**src/rtl/kbseq_pkg.sv**
```systemverilog
// Shared types and scan-code constants for the PS/2 key sequencer.
package kbseq_pkg;

    typedef enum logic [1:0] {
        ST_IDLE,
        ST_EXT,
        ST_BRK,
        ST_EXT_BRK
    } kbseq_state_t;

    localparam logic [7:0] SC_EXT    = 8'hE0;
    localparam logic [7:0] SC_BRK    = 8'hF0;
    localparam logic [7:0] SC_LSHIFT = 8'h12;
    localparam logic [7:0] SC_RSHIFT = 8'h59;
    localparam logic [7:0] SC_CTRL   = 8'h14;
    localparam logic [7:0] SC_ACK    = 8'hFA;
    localparam logic [7:0] SC_BAT_OK = 8'hAA;
    localparam logic [7:0] SC_ECHO   = 8'hEE;
    localparam logic [7:0] SC_RESEND = 8'hFE;
    localparam logic [7:0] SC_ERR0   = 8'h00;
    localparam logic [7:0] SC_ERR1   = 8'hFF;

    typedef struct packed {
        logic [7:0] code;
        logic       ext;
        logic       brk;
        logic       shift;
        logic       ctrl;
    } kbseq_event_t;

endpackage

```
**src/rtl/kbseq_fifo.sv**
```systemverilog
// Synchronous event FIFO; full/empty derive from a registered occupancy count.
module kbseq_fifo
    import kbseq_pkg::*;
#(
    parameter int DEPTH = 4
) (
    input  logic         clk,
    input  logic         rst,
    input  logic         push,
    input  kbseq_event_t push_data,
    input  logic         pop,
    output kbseq_event_t head,
    output logic         full,
    output logic         empty
);

    localparam int AW = $clog2(DEPTH);

    kbseq_event_t   mem [DEPTH];
    logic [AW-1:0]  wr_ptr;
    logic [AW-1:0]  rd_ptr;
    logic [AW:0]    count;
    logic           do_push;
    logic           do_pop;

    assign full    = (count == (AW+1)'(DEPTH));
    assign empty   = (count == '0);
    assign do_push = push && !full;
    assign do_pop  = pop && !empty;
    assign head    = mem[rd_ptr];

    always_ff @(posedge clk or negedge rst) begin
        if (!rst) begin
            wr_ptr <= '0;
            rd_ptr <= '0;
            count  <= '0;
            for (int unsigned i = 0; i < DEPTH; i++) mem[i] <= '0;
        end else begin
            if (do_push) begin
                mem[wr_ptr] <= push_data;
                wr_ptr      <= wr_ptr + 1'b1;
            end
            if (do_pop) rd_ptr <= rd_ptr + 1'b1;
            case ({do_push, do_pop})
                2'b10:   count <= count + 1'b1;
                2'b01:   count <= count - 1'b1;
                default: count <= count;
            endcase
        end
    end

endmodule

```
**src/rtl/ps2_key_sequencer.sv**
```systemverilog
// PS/2 scan-code parser: prefix FSM, modifier tracking, event FIFO and press counter.
// Define KBSEQ_REPEAT_FILTER_EN to drop typematic repeats of the held key.
module ps2_key_sequencer
    import kbseq_pkg::*;
#(
    parameter int FIFO_DEPTH = 4,
    parameter int CNT_W      = 8
) (
    input  logic             clk,
    input  logic             rst,
    input  logic [7:0]       rx_data,
    input  logic             rx_valid,
    output logic             rx_ready,
    output logic             ev_valid,
    input  logic             ev_ready,
    output logic [7:0]       ev_code,
    output logic             ev_ext,
    output logic             ev_break,
    output logic             ev_shift,
    output logic             ev_ctrl,
    output logic [CNT_W-1:0] press_cnt,
    output logic             proto_err
);

    kbseq_state_t state, nxt_state;
    logic         shift_q, ctrl_q;
    logic         accept, is_key, key_ext, key_brk, bad;
    logic         is_shift, is_ctrl, is_repeat, ev_push;
    logic         fifo_full, fifo_empty;
    kbseq_event_t push_data, head;

`ifdef KBSEQ_REPEAT_FILTER_EN
    logic [8:0] held_q;
    // Code 00 is never a valid key, so {00,0} doubles as "nothing held".
    assign is_repeat = !key_brk && ({rx_data, key_ext} == held_q);
`else
    assign is_repeat = 1'b0;
`endif

    assign accept = rx_valid && rx_ready;

    always_comb begin
        nxt_state = state;
        is_key    = 1'b0;
        key_ext   = 1'b0;
        key_brk   = 1'b0;
        bad       = 1'b0;
        unique case (state)
            ST_IDLE: begin
                if (rx_data == SC_EXT)                               nxt_state = ST_EXT;
                else if (rx_data == SC_BRK)                          nxt_state = ST_BRK;
                else if (rx_data == SC_ERR0 || rx_data == SC_ERR1)   bad = 1'b1;
                else if (!(rx_data == SC_ACK || rx_data == SC_BAT_OK ||
                           rx_data == SC_ECHO || rx_data == SC_RESEND)) is_key = 1'b1;
            end
            ST_EXT: begin
                nxt_state = ST_IDLE;
                if (rx_data == SC_BRK) nxt_state = ST_EXT_BRK;
                else if (rx_data == SC_EXT || rx_data == SC_ERR0 || rx_data == SC_ERR1) bad = 1'b1;
                else begin
                    is_key  = 1'b1;
                    key_ext = 1'b1;
                end
            end
            default: begin
                nxt_state = ST_IDLE;
                if (rx_data == SC_EXT || rx_data == SC_BRK ||
                    rx_data == SC_ERR0 || rx_data == SC_ERR1) bad = 1'b1;
                else begin
                    is_key  = 1'b1;
                    key_brk = 1'b1;
                    key_ext = (state == ST_EXT_BRK);
                end
            end
        endcase
    end

    assign is_shift  = !key_ext && (rx_data == SC_LSHIFT || rx_data == SC_RSHIFT);
    assign is_ctrl   = (rx_data == SC_CTRL);
    assign ev_push   = accept && is_key && !is_shift && !is_ctrl && !is_repeat;
    assign push_data = '{code: rx_data, ext: key_ext, brk: key_brk, shift: shift_q, ctrl: ctrl_q};

    always_ff @(posedge clk or negedge rst) begin
        if (!rst) begin
            state     <= ST_IDLE;
            shift_q   <= 1'b0;
            ctrl_q    <= 1'b0;
            press_cnt <= '0;
            proto_err <= 1'b0;
`ifdef KBSEQ_REPEAT_FILTER_EN
            held_q    <= '0;
`endif
        end else if (accept) begin
            state <= nxt_state;
            if (bad) proto_err <= 1'b1;
            if (is_key && is_shift) shift_q <= !key_brk;
            if (is_key && is_ctrl)  ctrl_q  <= !key_brk;
            if (ev_push && !key_brk) press_cnt <= press_cnt + 1'b1;
`ifdef KBSEQ_REPEAT_FILTER_EN
            if (ev_push && !key_brk) held_q <= {rx_data, key_ext};
            else if (ev_push && key_brk && {rx_data, key_ext} == held_q) held_q <= '0;
`endif
        end
    end

    kbseq_fifo #(.DEPTH(FIFO_DEPTH)) u_fifo (
        .clk       (clk),
        .rst       (rst),
        .push      (ev_push),
        .push_data (push_data),
        .pop       (ev_ready),
        .head      (head),
        .full      (fifo_full),
        .empty     (fifo_empty)
    );

    assign rx_ready = !fifo_full;
    assign ev_valid = !fifo_empty;
    assign ev_code  = head.code;
    assign ev_ext   = head.ext;
    assign ev_break = head.brk;
    assign ev_shift = head.shift;
    assign ev_ctrl  = head.ctrl;

endmodule

```
**config.mk**
```make
export PLATFORM = sky130hd
export DESIGN_NAME = ps2_key_sequencer
export DESIGN_NICKNAME = d
export VERILOG_FILES = /design/src/rtl/kbseq_pkg.sv /design/src/rtl/kbseq_fifo.sv /design/src/rtl/ps2_key_sequencer.sv
export SDC_FILE = /design/constraint.sdc
export NUM_CORES = 1
export LEC_CHECK = 0
export ABC_AREA = 1
export BUFFER_PORTS_ARGS = -buffer_cell sky130_fd_sc_hd__buf_2
export CAP_MARGIN = 10
export CORE_ASPECT_RATIO = 0.8
export CORE_MARGIN = 2
export CORE_UTILIZATION = 53
export DETAILED_ROUTE_END_ITERATION = 8
export PLACE_DENSITY = 0.75
export REMOVE_ABC_BUFFERS = 1
export SYNTH_ARGS = -nofsm -noshare
export SYNTH_HDL_FRONTEND = slang
export SYNTH_HIERARCHICAL = 1
export SYNTH_SLANG_ARGS = --single-unit
```
**constraint.sdc**
```tcl
create_clock -name clk -period 2.4 [get_ports clk]
set_input_delay 0.36 -clock clk [delete_from_list [all_inputs] [get_ports clk]]
set_output_delay 0.36 -clock clk [all_outputs]
set_load 0.05 [all_outputs]
```
==> flow_results.xml <==
<?xml version="1.0" encoding="UTF-8"?>
<metrics>
  <group name="outcome">
    <metric name="outcome" unit="">complete, no violations</metric>
  </group>
  <group name="grt">
    <metric name="grt.total_usage" unit="%">25.0</metric>
    <metric name="antenna_found_initial" unit="">0</metric>
    <metric name="grt_max_degree" unit="">63</metric>
    <metric name="first_pass_grt_wire_length" unit="µm">15900</metric>
    <metric name="grt_pass1_vias" unit="">3239</metric>
    <metric name="grt_overflow" unit="">0</metric>
  </group>
  <group name="timing">
    <metric name="setup_violators_final" unit="">0</metric>
    <metric name="share_of_the_clock_period_used_by_the_worst_path_after_layout" unit="%">90.4</metric>
    <metric name="final_worst_path_setup_slack" unit="ps">231</metric>
    <metric name="final.min_clock_period" unit="ps">2170</metric>
    <metric name="timing.final.max_slew_violations" unit="">0</metric>
    <metric name="hold_viol" unit="">0</metric>
    <metric name="rel_slew_slack" unit="%">55.5</metric>
    <metric name="tightestPinTransition" unit="ps">667</metric>
    <metric name="grt_setup_unrepaired" unit="">no</metric>
    <metric name="highest_clock_rate" unit="GHz">0.461</metric>
    <metric name="finClkSkew" unit="ps">7.53</metric>
  </group>
  <group name="placed_design">
    <metric name="placed_cells" unit="">626</metric>
    <metric name="io_buffer_count" unit="">34</metric>
    <metric name="final_weighted_congestion_in_routability_driven_placement" unit="">0.892</metric>
    <metric name="dp_hpwl" unit="µm">6330</metric>
    <metric name="post-place-ws" unit="ps">36.5</metric>
  </group>
  <group name="layout">
    <metric name="layout.cells.most_common_list" unit="">sky130_fd_sc_hd__nand2_1 (97), sky130_fd_sc_hd__dfrtp_1 (68), sky130_fd_sc_hd__nand2_2 (64)</metric>
    <metric name="nets" unit="">552</metric>
    <metric name="most_common_cell_after_layout_fill_and_taps_aside" unit="">sky130_fd_sc_hd__nand2_1</metric>
    <metric name="insertedDiodeCount" unit="">0</metric>
    <metric name="area_growth" unit="%">11.1</metric>
    <metric name="final-instance-count-excl-fill" unit="">642</metric>
    <metric name="drive_above_1_share" unit="%">27.7</metric>
  </group>
  <group name="clock_tree">
    <metric name="cts_tree" unit="">built</metric>
    <metric name="clk-insertion-delay-late" unit="ps">350</metric>
    <metric name="h_tree_lvl_count" unit="">3</metric>
    <metric name="tritoncts.num_buffers" unit="">9</metric>
    <metric name="max-clock-path-buffers" unit="">2</metric>
    <metric name="cts.root.buffer_cell" unit="">sky130_fd_sc_hd__clkbuf_8</metric>
    <metric name="clock_sinks" unit="">68</metric>
    <metric name="clk_pin_slew_worst_paths" unit="ps">70</metric>
  </group>
  <group name="setup_path">
    <metric name="critPathRequiredTime" unit="ps">2670</metric>
    <metric name="worst_path_most_repeated_cell" unit="">sky130_fd_sc_hd__inv_1</metric>
    <metric name="data_arrival_time_of_the_critical_path" unit="ps">2440</metric>
    <metric name="timing.critical_path.slowest_stage_cell" unit="">sky130_fd_sc_hd__fa_1</metric>
    <metric name="worstSetupStartpointType" unit="">register</metric>
    <metric name="largest_incremental_delay_on_the_critical_path" unit="ps">420</metric>
    <metric name="critPathBufInv" unit="">3</metric>
    <metric name="critical_path_cell_count" unit="">13</metric>
    <metric name="cp-end-kind" unit="">register</metric>
    <metric name="cp_top_family" unit="">simple AND/OR/NAND/NOR gates</metric>
    <metric name="timing.critical_path.cells" unit="">nor2_2 &gt; nand2_2 &gt; inv_1 &gt; inv_1 &gt; nand2_2 &gt; nor2_2 &gt; nand3_2 &gt; nor2_4 &gt; nand2_1 &gt; ha_1 &gt; inv_1 &gt; fa_1 &gt; o21ai_0</metric>
    <metric name="crit_path_class" unit="">reg2reg</metric>
    <metric name="ff2ff_path_depth" unit="">13</metric>
    <metric name="worst-path-max-fanout" unit="">5</metric>
  </group>
  <group name="yosys">
    <metric name="synth_top_family_by_area" unit="">simple AND/OR/NAND/NOR gates</metric>
    <metric name="synth_sequential_area_ratio" unit="%">42.1</metric>
    <metric name="post_synth_num_cell_types" unit="">32</metric>
    <metric name="yosys.area_share.adder" unit="%">2.35</metric>
    <metric name="yosys-mux-area-fraction" unit="%">0</metric>
    <metric name="synthesis.area_per_instance" unit="µm²">8.15</metric>
    <metric name="yosys_warnings" unit="">6</metric>
    <metric name="postSynthRegisterBits" unit="">68</metric>
    <metric name="postSynthCellCount" unit="">496</metric>
    <metric name="synth.cell_area" unit="mm²">0.00404</metric>
    <metric name="yosys.area_share.simple" unit="%">39.4</metric>
    <metric name="yosys.area_share.xor_xnor" unit="%">1.52</metric>
    <metric name="synth_compound_area_share" unit="%">6.10</metric>
  </group>
  <group name="power_and_ir_drop">
    <metric name="netSwitchingPower" unit="mW">3.16</metric>
    <metric name="power_density" unit="mW/mm²">1380</metric>
    <metric name="p_seq_share" unit="%">31.0</metric>
    <metric name="clock_power_share" unit="%">15.2</metric>
    <metric name="max-vdd-ir-drop" unit="mV">0.622</metric>
    <metric name="static-leakage-power" unit="nW">2.31</metric>
    <metric name="power_frac_comb" unit="%">53.8</metric>
    <metric name="cell_internal_pwr" unit="mW">3.03</metric>
    <metric name="swShare" unit="%">51.1</metric>
  </group>
  <group name="drt">
    <metric name="drt_iter0_markers" unit="">270</metric>
    <metric name="final_antenna_net_count" unit="">0</metric>
    <metric name="drt-vias-per-instance" unit="">5.48</metric>
    <metric name="firstDrtPassIters" unit="">5</metric>
    <metric name="post-route-drc-count" unit="">0</metric>
    <metric name="number_of_vias_after_detailed_routing" unit="">3518</metric>
    <metric name="postRouteWirelength" unit="µm">9660</metric>
    <metric name="dr_wl_cell" unit="µm">15.0</metric>
  </group>
  <group name="floorplanning">
    <metric name="start_util" unit="%">54.7</metric>
    <metric name="rows" unit="">28</metric>
    <metric name="design.die.area" unit="mm²">0.00834</metric>
    <metric name="die_width" unit="µm">102</metric>
    <metric name="die_height" unit="µm">82.1</metric>
    <metric name="pin_count" unit="">35</metric>
    <metric name="placeable_core_area" unit="mm²">0.00739</metric>
  </group>
  <group name="job">
    <metric name="drv.max_cap_violation_count" unit="">0</metric>
  </group>
  <group name="min_path">
    <metric name="hp-class" unit="">in2async</metric>
  </group>
</metrics>
cells in the mapped netlist:
library cell / count / share of area, %
sky130_fd_sc_hd__o21ai_1: 3 / 0.37
sky130_fd_sc_hd__nor2_4: 3 / 0.84
sky130_fd_sc_hd__o31ai_1: 1 / 0.19
sky130_fd_sc_hd__nand2_2: 63 / 9.8
sky130_fd_sc_hd__buf_6: 2 / 0.56
sky130_fd_sc_hd__and2_1: 1 / 0.15
sky130_fd_sc_hd__buf_4: 5 / 0.93
sky130_fd_sc_hd__clkbuf_1: 3 / 0.28
sky130_fd_sc_hd__nor2_2: 2 / 0.31
sky130_fd_sc_hd__dfrtp_1: 68 / 42
sky130_fd_sc_hd__buf_2: 12 / 1.5
sky130_fd_sc_hd__buf_12: 4 / 2.0
sky130_fd_sc_hd__nand3_2: 1 / 0.25
sky130_fd_sc_hd__inv_4: 1 / 0.15
sky130_fd_sc_hd__inv_2: 4 / 0.37
sky130_fd_sc_hd__a31o_1: 1 / 0.22
sky130_fd_sc_hd__fa_1: 1 / 0.50
sky130_fd_sc_hd__xnor2_1: 4 / 0.87
sky130_fd_sc_hd__nand4_4: 1 / 0.53
sky130_fd_sc_hd__nor3_1: 4 / 0.50
sky130_fd_sc_hd__nor2_1: 53 / 4.9
sky130_fd_sc_hd__xor2_1: 3 / 0.65
sky130_fd_sc_hd__nand4_1: 55 / 8.5
sky130_fd_sc_hd__nand2_1: 98 / 9.1
sky130_fd_sc_hd__nand3_4: 4 / 1.7
sky130_fd_sc_hd__nand3_1: 18 / 2.2
sky130_fd_sc_hd__buf_1: 1 / 0.093
sky130_fd_sc_hd__ha_1: 6 / 1.9
sky130_fd_sc_hd__o21ai_0: 40 / 5.0
sky130_fd_sc_hd__nand2_4: 2 / 0.56
sky130_fd_sc_hd__inv_1: 29 / 2.7
sky130_fd_sc_hd__a21oi_1: 3 / 0.37
flip-flops by register name (all words and copies together) (netlist names):
name / cells
ctrl_q: 1
press_cnt: 8
proto_err: 1
shift_q: 1
state: 2
u_fifo/count: 3
u_fifo/mem: 48
u_fifo/rd_ptr: 2
u_fifo/wr_ptr: 2
worst paths after layout:
kind	start	endpoint	slack [ps]
max reg2reg	u_fifo/count[1]	u_fifo/count[1]	230
min reg2reg	u_fifo/mem[25]	u_fifo/mem[25]	470
max in group asynchronous	rst	u_fifo/mem[26]	1720
max	u_fifo/count[1]	u_fifo/count[1]	230
min	rst	u_fifo/mem[34]	30
min in group clk	ev_ready	u_fifo/rd_ptr[0]	280
cells by family after synthesis:
logic type                 Yosys count
and+or+nand+nor                    305
adders and majority gates            7
DFF                                 68
buffers and inverters               61
AOI/OAI and AO/OA                   48
xor gates and xnor gates             7
per-stage QoR:
| step | hold WS [ps] | power [mW] | instance area (µm²) | utilization, % | TNS (ps) |
|---|---|---|---|---|---|
| detailed placement | 427 | 5.25 | 4290 | 58.0 | 0 |
| global placement | 426 | 5.17 | 4290 | 58.0 | 0 |
| floorplan | 64.4 | 4.33 | 3830 | - | -52320 |
| CTS | 39.6 | 6.20 | 4480 | 60.6 | 0 |
| global route | 70.8 | 6.65 | 4490 | 60.7 | 0 |
| finish | 31.1 | 6.19 | 4490 | 60.7 | 0 |
final cells by class:
type | instances | area, µm²
fill | 671 | 2900
multi-input combinational | 367 | 2000
sequential | 68 | 1700
timing repair buffer | 53 | 338
clock buffer | 11 | 141
tap | 105 | 131
inverter | 34 | 130
clock inverter | 4 | 50.0
worst register-to-register path: stages, from the launching register on:
cell and delay, ps:
sky130_fd_sc_hd__dfrtp_1 380, sky130_fd_sc_hd__nor2_2 60, sky130_fd_sc_hd__nand2_2 80, sky130_fd_sc_hd__inv_1 50, sky130_fd_sc_hd__inv_1 70, sky130_fd_sc_hd__nand2_2 90, sky130_fd_sc_hd__nor2_2 130, sky130_fd_sc_hd__nand3_2 90
sky130_fd_sc_hd__nor2_4 120, sky130_fd_sc_hd__nand2_1 90, sky130_fd_sc_hd__ha_1 220, sky130_fd_sc_hd__inv_1 100, sky130_fd_sc_hd__fa_1 420, sky130_fd_sc_hd__o21ai_0 180
per-layer routing:
metal | global-route usage (%) | wire (µm) | vias up
li1 | - | - | 1709
met1 | 35.1 | 4530 | 1699
met2 | 38.9 | 4450 | 98
met3 | 4.71 | 546 | 12
met4 | 8.65 | 133 | 0
met5 | 0 | 0 | -
power groups by stage:
stage | sequential [mW] | clock (mW) | combinational [mW]
CTS | 1.92 | 0.963 | 3.32
floorplan | 2.07 | 0 | 2.26
finish | 1.92 | 0.940 | 3.33
global placement | 1.92 | 0 | 3.25
global route | 1.98 | 1.01 | 3.65
detailed placement | 1.94 | 0 | 3.31
what timing repair did:
| action | CTS | global route |
|---|---|---|
| gates resized for setup | 0 | 1 |
| setup buffers | 0 | 1 |
| hold buffers | 0 | 0 |
| endpoints found under the setup margin | 0 | 2 |
| endpoints found under the hold margin | 0 | 0 |
(Power assumes the default switching activity.)
